`config.mk`:
```
export PLATFORM = sky130hd
export DESIGN_NAME = loopback_fifo_mc
export DESIGN_NICKNAME = d
export VERILOG_FILES = /design/src/rtl/loopback_fifo_mc_pkg.sv /design/src/rtl/loopback_fifo_chan.sv /design/src/rtl/loopback_fifo_mc.sv
export SDC_FILE = /design/constraint.sdc
export NUM_CORES = 2
export LEC_CHECK = 0
export CAP_MARGIN = 20
export CELL_PAD_IN_SITES_DETAIL_PLACEMENT = 1
export CELL_PAD_IN_SITES_GLOBAL_PLACEMENT = 2
export CORE_AREA = 2 2 596 598
export DETAILED_ROUTE_END_ITERATION = 8
export DIE_AREA = 0 0 598 600
export PLACE_DENSITY = 0.78
export SYNTH_ARGS = -nofsm -noshare
export SYNTH_HDL_FRONTEND = slang
export SYNTH_SLANG_ARGS = --single-unit
```
`constraint.sdc`:
```
create_clock -name clk -period 3.55 [get_ports clk]
set_input_delay 0.5325 -clock clk [delete_from_list [all_inputs] [get_ports clk]]
set_output_delay 0.5325 -clock clk [all_outputs]
set_load 0.03 [all_outputs]
```
`src/rtl/loopback_fifo_mc_pkg.sv`:
```
// loopback_fifo_mc_pkg
//    Shared definitions for the multi-channel loopback FIFO: Avalon register
//    offsets, STATUS/CTRL bit positions, the DMA request FSM state type and
//    the FIFO level-width helper.
package loopback_fifo_mc_pkg;

   localparam logic [1:0] REG_DATA   = 2'd0;
   localparam logic [1:0] REG_STATUS = 2'd1;
   localparam logic [1:0] REG_CTRL   = 2'd2;

   localparam int unsigned ST_EMPTY = 16;
   localparam int unsigned ST_FULL  = 17;
   localparam int unsigned ST_OVF   = 18;
   localparam int unsigned ST_UDF   = 19;

   localparam int unsigned CTRL_EN     = 0;
   localparam int unsigned CTRL_IEN    = 1;
   localparam int unsigned CTRL_CLR    = 2;
   localparam int unsigned CTRL_ERRCLR = 3;

   typedef enum logic [1:0] {
      IDLE = 2'd0,
      REQ  = 2'd1,
      HOLD = 2'd2
   } req_state_e;

   // Level must represent 0..DEPTH inclusive.
   function automatic int unsigned level_w(input int unsigned depth);
      return $clog2(depth) + 1;
   endfunction

endpackage

```
`src/rtl/loopback_fifo_chan.sv`:
```
// loopback_fifo_chan
//    One loopback channel: FIFO storage, CTRL/flag registers and the TX/RX
//    DMA peripheral-request FSMs.
// Ports:
//    clk, reset_n          clock, asynchronous active-low reset
//    push, pop             DATA write / DATA read strobes for this channel
//    ctrl_we               CTRL write strobe for this channel
//    wdata                 Avalon write data
//    rd_reg                register index being read
//    rd_word               combinational readback for rd_reg (DATA: head word)
//    tx_single/tx_burst    TX requests (free space), tx_ack acknowledge
//    rx_single/rx_burst    RX requests (held words), rx_ack acknowledge
//    err_irq               (ovf|udf) & ien, unregistered
module loopback_fifo_chan
   import loopback_fifo_mc_pkg::*;
#(
   parameter int unsigned DATA_W    = 32,
   parameter int unsigned DEPTH     = 64,
   parameter int unsigned BURST_LEN = 8
) (
   input  logic              clk,
   input  logic              reset_n,
   input  logic              push,
   input  logic              pop,
   input  logic              ctrl_we,
   input  logic [DATA_W-1:0] wdata,
   input  logic [1:0]        rd_reg,
   output logic [DATA_W-1:0] rd_word,
   output logic              tx_single,
   output logic              tx_burst,
   input  logic              tx_ack,
   output logic              rx_single,
   output logic              rx_burst,
   input  logic              rx_ack,
   output logic              err_irq
);

   localparam int unsigned PW = $clog2(DEPTH);
   localparam int unsigned LW = level_w(DEPTH);

   logic [DATA_W-1:0] mem [DEPTH];
   logic [PW-1:0]     wr_ptr, rd_ptr;
   logic [LW-1:0]     level;
   logic              en, ien, ovf, udf;
   logic              empty, full, do_push, do_pop, clr, errclr;

   assign empty   = (level == '0);
   assign full    = (level == LW'(DEPTH));
   assign clr     = ctrl_we & wdata[CTRL_CLR];
   assign errclr  = ctrl_we & wdata[CTRL_ERRCLR];
   assign do_push = push & ~full;
   assign do_pop  = pop & ~empty;
   assign err_irq = (ovf | udf) & ien;

   always_ff @(posedge clk) begin
      if (do_push) mem[wr_ptr] <= wdata;
   end

   always_ff @(posedge clk or negedge reset_n) begin
      if (!reset_n) begin
         wr_ptr <= '0;
         rd_ptr <= '0;
         level  <= '0;
         en     <= 1'b0;
         ien    <= 1'b0;
         ovf    <= 1'b0;
         udf    <= 1'b0;
      end else begin
         if (clr) begin
            wr_ptr <= '0;
            rd_ptr <= '0;
            level  <= '0;
         end else begin
            if (do_push) wr_ptr <= wr_ptr + 1'b1;
            if (do_pop)  rd_ptr <= rd_ptr + 1'b1;
            if (do_push && !do_pop)      level <= level + 1'b1;
            else if (do_pop && !do_push) level <= level - 1'b1;
         end
         if (ctrl_we) begin
            en  <= wdata[CTRL_EN];
            ien <= wdata[CTRL_IEN];
         end
         // A flag being set wins over a simultaneous errclr.
         if (push && full) ovf <= 1'b1;
         else if (errclr)  ovf <= 1'b0;
         if (pop && empty) udf <= 1'b1;
         else if (errclr)  udf <= 1'b0;
      end
   end

   always_comb begin
      rd_word = '0;
      case (rd_reg)
         REG_DATA: begin
            if (!empty) rd_word = mem[rd_ptr];
         end
         REG_STATUS: begin
            rd_word[LW-1:0] = level;
            rd_word[ST_EMPTY] = empty;
            rd_word[ST_FULL]  = full;
            rd_word[ST_OVF]   = ovf;
            rd_word[ST_UDF]   = udf;
         end
         REG_CTRL: begin
            rd_word[CTRL_EN]  = en;
            rd_word[CTRL_IEN] = ien;
         end
         default: ;
      endcase
   end

   // Request FSMs: index 0 = TX (free words), index 1 = RX (held words).
   // single/burst are captured on the IDLE->REQ transition and frozen for
   // the rest of the request.
   req_state_e    st_q [2];
   req_state_e    st_d [2];
   logic [1:0]    sgl_q, bst_q, sgl_d, bst_d, ack;
   logic [LW-1:0] avail [2];

   assign avail[0] = LW'(DEPTH) - level;
   assign avail[1] = level;
   assign ack      = {rx_ack, tx_ack};

   always_ff @(posedge clk or negedge reset_n) begin
      if (!reset_n) begin
         for (int unsigned d = 0; d < 2; d++) st_q[d] <= IDLE;
         sgl_q <= '0;
         bst_q <= '0;
      end else begin
         for (int unsigned d = 0; d < 2; d++) st_q[d] <= st_d[d];
         sgl_q <= sgl_d;
         bst_q <= bst_d;
      end
   end

   always_comb begin
      sgl_d = sgl_q;
      bst_d = bst_q;
      for (int unsigned d = 0; d < 2; d++) begin
         st_d[d] = st_q[d];
         case (st_q[d])
            IDLE: begin
               sgl_d[d] = 1'b0;
               bst_d[d] = 1'b0;
               if (en && avail[d] != '0) begin
                  st_d[d]  = REQ;
                  sgl_d[d] = 1'b1;
                  bst_d[d] = (avail[d] >= LW'(BURST_LEN));
               end
            end
            REQ: begin
               if (ack[d]) begin
                  st_d[d]  = HOLD;
                  sgl_d[d] = 1'b0;
                  bst_d[d] = 1'b0;
               end else if (!en || clr) begin
                  st_d[d]  = IDLE;
                  sgl_d[d] = 1'b0;
                  bst_d[d] = 1'b0;
               end
            end
            HOLD: begin
               sgl_d[d] = 1'b0;
               bst_d[d] = 1'b0;
               if (!ack[d]) st_d[d] = IDLE;
            end
            default: begin
               st_d[d]  = IDLE;
               sgl_d[d] = 1'b0;
               bst_d[d] = 1'b0;
            end
         endcase
      end
   end

   assign tx_single = sgl_q[0];
   assign tx_burst  = bst_q[0];
   assign rx_single = sgl_q[1];
   assign rx_burst  = bst_q[1];

endmodule

```
`src/rtl/loopback_fifo_mc.sv`:
```
// loopback_fifo_mc
//    Multi-channel HPS DMA loopback FIFO with an Avalon-MM register slave.
// Ports:
//    clk, reset_n                 clock, asynchronous active-low reset
//    avs_address                  [AW-1:2] channel, [1:0] register
//    avs_write/avs_writedata      register write
//    avs_read/avs_readdata        register read, read latency 1
//    tx_pri_single/burst/ack      per-channel TX DMA request handshake
//    rx_pri_single/burst/ack      per-channel RX DMA request handshake
//    irq                          registered OR of per-channel (ovf|udf)&ien
module loopback_fifo_mc
   import loopback_fifo_mc_pkg::*;
#(
   parameter  int unsigned NCH       = 2,
   parameter  int unsigned DATA_W    = 32,
   parameter  int unsigned DEPTH     = 64,
   parameter  int unsigned BURST_LEN = 8,
   localparam int unsigned AW        = $clog2(NCH) + 2
) (
   input  logic              clk,
   input  logic              reset_n,
   input  logic [AW-1:0]     avs_address,
   input  logic              avs_write,
   input  logic [DATA_W-1:0] avs_writedata,
   input  logic              avs_read,
   output logic [DATA_W-1:0] avs_readdata,
   output logic [NCH-1:0]    tx_pri_single,
   output logic [NCH-1:0]    tx_pri_burst,
   input  logic [NCH-1:0]    tx_pri_ack,
   output logic [NCH-1:0]    rx_pri_single,
   output logic [NCH-1:0]    rx_pri_burst,
   input  logic [NCH-1:0]    rx_pri_ack,
   output logic              irq
);

   logic [3:0]        ch_idx;
   logic [1:0]        reg_idx;
   logic [DATA_W-1:0] rd_word [NCH];
   logic [NCH-1:0]    err;
   logic [DATA_W-1:0] rd_mux;

   // Shift-then-cast keeps this valid when NCH=1 leaves no channel bits.
   assign ch_idx  = 4'(avs_address >> 2);
   assign reg_idx = avs_address[1:0];

   for (genvar c = 0; c < NCH; c++) begin : g_ch
      logic sel;
      assign sel = (ch_idx == 4'(c));

      loopback_fifo_chan #(
         .DATA_W   (DATA_W),
         .DEPTH    (DEPTH),
         .BURST_LEN(BURST_LEN)
      ) u_chan (
         .clk      (clk),
         .reset_n  (reset_n),
         .push     (avs_write & sel & (reg_idx == REG_DATA)),
         .pop      (avs_read  & sel & (reg_idx == REG_DATA)),
         .ctrl_we  (avs_write & sel & (reg_idx == REG_CTRL)),
         .wdata    (avs_writedata),
         .rd_reg   (reg_idx),
         .rd_word  (rd_word[c]),
         .tx_single(tx_pri_single[c]),
         .tx_burst (tx_pri_burst[c]),
         .tx_ack   (tx_pri_ack[c]),
         .rx_single(rx_pri_single[c]),
         .rx_burst (rx_pri_burst[c]),
         .rx_ack   (rx_pri_ack[c]),
         .err_irq  (err[c])
      );
   end

   // Unmatched channel indices fall through to zero.
   always_comb begin
      rd_mux = '0;
      for (int unsigned c = 0; c < NCH; c++) begin
         if (ch_idx == 4'(c)) rd_mux = rd_word[c];
      end
   end

   always_ff @(posedge clk or negedge reset_n) begin
      if (!reset_n) begin
         avs_readdata <= '0;
         irq          <= 1'b0;
      end else begin
         avs_readdata <= avs_read ? rd_mux : '0;
         irq          <= |err;
      end
   end

endmodule

```
==> results.txt <==
The run finished with clean final reports. The synthesized design contains 4191 register bits. The synthesized netlist net count is roughly 7500. The row count is between 200 and 250.

The worst setup path is captured at a flip-flop. The filler cell count in the final layout came out at 30275. In this run, the number of DRC markers left after iteration 0 of detailed routing was 12172. TritonCTS built the clock tree. The cell sitting at the root of the clock tree is a sky130_fd_sc_hd__clkbuf_16. For this design the ratio of total power to cell area is 723 nW/um2. In this run the top signal layer used is met5. In the detailed route, the total length drawn on met2 is 243000 um.

The die area came out at 359000 um2. The top-area cell type share of the netlist area is about 76%. Ranked by total cell area, the synthesized netlist is headed by sky130_fd_sc_hd__edfxtp_1 76%, sky130_fd_sc_hd__mux4_2 13%, sky130_fd_sc_hd__mux2i_1 2.3%.

Detailed routing inserted a total of 85372 vias. The worst-case clock buffer depth came out at 4. For this run, the leading register cell type out of synthesis is sky130_fd_sc_hd__edfxtp_1. The iteration count of the initial detailed-routing pass came out at 6. In this run, synthesis inferred just over 4000 flip-flops with an integrated enable. The signed area change from the synthesized netlist to the final layout is 17.5%. The number of max-cap violations came out at 0. The final hold violation count came to 0.

The launching element type of the critical path is a flip-flop. The number of clock sinks came out at 4191. In this run the cell area measured after placement is 176000 um2. Counting every instance in the synthesized netlist gives approximately 7400. The number of H-tree levels came out at 5. After layout, the minimum clock period comes to 3.51 ns.

Clock skew on the completed layout was measured at 0.0440 ns. The number of warnings printed during yosys synthesis is 0. The sequential standard cell area is 125000 um2.

The via count of the first global-routing pass came out at 88247. Setup violations remaining at the end of the flow were counted as 0. After the flow finishes, the layout carries non-filler instances totaling 13270. The worst hold slack after final layout is 0.0769 ns.

The total power is ~140 mW. The number of buffers added by the clock tree synthesis step is 411. After detailed routing, the wire length on met1 is 187000 um. For this run, the total global-route usage over all layers was measured as 28.1%. The peak ir drop on the vdd network came out at just over 500 uV. The mapped cell area came out at 162000 um2. Of all cell types, the one taking the most synthesized area is sky130_fd_sc_hd__edfxtp_1. Of all flip-flops after synthesis, the portion carrying an async set or reset was between 2 and 2.5%. The worst relative slew slack is around 16%. The arrival time at the worst endpoint came out at roughly 4.3 ns. The die is approximately 600 um wide. Including well taps, the total number of placed cells is between 10000 and 15000. The post-detailed-routing wire length came out at 505000 um. The critical setup path kind is flip-flop to flip-flop. Input and output buffers added on the ports amount to 83. After global routing the overflow that remains totals 0. The routed length on met3 came out at roughly 50000 um. The initial antenna violation count is 35.

The post-detailed-route count of antenna-violating nets came out at 0. The worst-margin pin slew came out at 1.26 ns. In this run the static leakage power is 60.1 nW. The area of the multi-input gates is 34800 um2. Detailed placement finished with a half-perimeter wire length of 314000 um.

STA puts the critical path data required time at 4.37 ns. Along the worst path, the maximum fanout reaches 36. The total I/O pin count came out at 84. The mean post-synth cell area came out at 21.8 um2. The weighted congestion reported at the end of routability-driven placement is 0.860. The distinct cell type count of the synthesized netlist is 72. The worst hold path belongs to the class input pin to flip-flop. The DRC violation count after routing is 0. The clock reaches the later pin of the worst-skew pair after 1.00 ns. The average detailed-routed wire length per instance came out at 38.0 um. The die height came out at around 600 um. For this run, the register share of the synthesized area comes to 77.5%.

Dividing the final minimum period by the clock period gives 99.0%. After routing the design area is 190000 um2. The net count of the finished layout is between 8000 and 9000. The fmax came out at approximately 0.28 GHz. The clock-pin slew on the worst setup and hold paths came out at 0.06 ns. The max-slew violation total from the final report is 0. The global-route wire length before repair came out at slightly above 700000 um. The initial utilization of the core area, before any placement, comes to 46.0%. The pin count of the biggest net entering global routing is around 130. The area of the core came out at 352000 um2. The fraction of final layout cells with drive strength greater than 1 is between 20% and 30%. The mean number of vias per cell is 6.43.
## where the power goes
| part | leakage [nW] | internal, mW | total (mW) | switching, mW |
|---|---|---|---|---|
| Clock | 6.64 | 25.6 | 44.6 | 19.0 |
| Sequential | 38.0 | 54.8 | 55.4 | 0.686 |
| Combinational | 15.4 | 15.6 | 37.2 | 21.6 |
| Total | 60.1 | 95.9 | 137 | 41.4 |
## cell usage in the layout, fill, tap and decap left out, drive strengths merged, types with 12 or more instances in the layout
cell type,Yosys,layout
a31oi,45,45
nor2b,21,21
a22oi,113,113
nand4,16,16
bufinv,0,50
nand2b,16,16
xnor2,13,13
xor2,15,15
clkdlybuf4s50,0,50
nand3,67,67
o22ai,44,44
a21oi,110,110
clkinv,2,160
mux2i,375,375
ha,18,18
buf,277,815
a211oi,24,24
a221oi,50,50
clkinvlp,0,12
dfrtp,95,95
o221ai,46,46
diode,0,16
inv,18,29
nor3,33,33
edfxtp,4096,4096
and2,28,28
o211ai,36,36
nor2,293,293
nand2,224,224
o21ai,93,93
mux2,19,19
clkbuf,139,530
mux4,952,952
## cells in the mapped netlist (46+ instances only)
cell type                  number
sky130_fd_sc_hd__nand2_1      224
sky130_fd_sc_hd__mux4_2       952
sky130_fd_sc_hd__dfrtp_1       95
sky130_fd_sc_hd__o21ai_0       89
sky130_fd_sc_hd__a221oi_1      50
sky130_fd_sc_hd__buf_2        101
sky130_fd_sc_hd__nand3_1       67
sky130_fd_sc_hd__a21oi_1      110
sky130_fd_sc_hd__buf_6         63
sky130_fd_sc_hd__edfxtp_1    4096
sky130_fd_sc_hd__mux2i_1      375
sky130_fd_sc_hd__nor2_1       293
sky130_fd_sc_hd__buf_4         58
sky130_fd_sc_hd__o221ai_1      46
sky130_fd_sc_hd__clkbuf_1     139
sky130_fd_sc_hd__a22oi_1      113
sky130_fd_sc_hd__buf_1         48
## layout make-up
type | instances | area share (%)
clock inverters | 231 | 1.35
clock buffers | 530 | 5.81
repair buffers | 867 | 5.36
flip-flops and latches | 4191 | 66.0
multi-input cells | 2795 | 18.3
inverters | 20 | 0.0448
diodes | 16 | 0.0211
well taps | 4620 | 3.04
## through the flow
stage | utilization [%] | setup WS, ns | TNS, ns
after floorplan | - | -0.120 | -109.52
after global placement | 50.1 | -0.390 | -1.25
after detailed placement | 50.1 | -0.355 | -1.29
after CTS | 53.9 | -0.0265 | -0.0265
after global routing | 54.0 | -0.00605 | -0.00605
final | 54.0 | 0.0371 | 0
## what timing repair did
item / in CTS / in global routing
hold buffers: 2 / 0
buffers inserted: 0 / 7
endpoints found under the setup margin: 9 / 9
cloned: 0 / 0
pin swaps: 2 / 0
endpoints found under the hold margin: 81 / 0
resized for setup: 11 / 10
## worst max-delay path, stage by stage, from the launching register on
cell                        delay [ns]
sky130_fd_sc_hd__dfrtp_4          0.51
sky130_fd_sc_hd__buf_12           0.18
sky130_fd_sc_hd__buf_12           0.29
sky130_fd_sc_hd__buf_4            0.42
sky130_fd_sc_hd__mux4_2           0.61
sky130_fd_sc_hd__mux2i_1          0.42
sky130_fd_sc_hd__a21oi_1          0.15
sky130_fd_sc_hd__nand3_1          0.40
sky130_fd_sc_hd__buf_12           0.19
sky130_fd_sc_hd__o2111ai_1        0.12
## cell families after synthesis
family / count (synthesis) / synth area share [%]
DFF: 4191 / 77.5
adders and majority gates: 20 / 0.164
AOI/OAI and AO/OA: 655 / 2.82
xor gates and xnor gates: 28 / 0.152
muxes: 1346 / 15.7
and+or+nand+nor: 746 / 2.03
buffers and inverters: 436 / 1.58
## routing by layer
layer  vias to the layer above  global-route usage, %
li1                      33020                      -
met1                     46174                   38.3
met2                      5208                   45.2
met3                       950                   5.04
met4                        20                   11.4
met5                         -                      0
## flip-flops by register name, summed over array words and instances, names as in the netlist, 4 cells and up
register	count
g_ch.u_chan.sgl_q	4
g_ch.u_chan.rd_ptr	12
g_ch.u_chan.mem	4096
g_ch.u_chan.st_q	8
g_ch.u_chan.wr_ptr	12
g_ch.u_chan.level	14
g_ch.u_chan.bst_q	4
avs_readdata	32
## worst paths after layout
kind | from | end | slack, ns | cells after the start
worst min-delay path | avs_writedata[12] | g_ch[1].u_chan.mem[1][12]$_DFFE_PP_ | 0.08 | 1
min in group asynchronous | reset_n | avs_readdata[23]$_DFF_PN0_ | 0.17 | 2
worst max register to register | g_ch[0].u_chan.rd_ptr[0]$_DFFE_PN0P_ | avs_readdata[22]$_DFF_PN0_ | 0.04 | 9
worst max-delay path | g_ch[0].u_chan.rd_ptr[0]$_DFFE_PN0P_ | avs_readdata[22]$_DFF_PN0_ | 0.04 | 9
max in group asynchronous | reset_n | g_ch[1].u_chan.rd_ptr[2]$_DFFE_PN0P_ | 2.48 | 3
worst min register to register | g_ch[1].u_chan.ovf$_DFFE_PN0P_ | g_ch[1].u_chan.ovf$_DFFE_PN0P_ | 0.52 | 2
(Power assumes the default switching activity.)
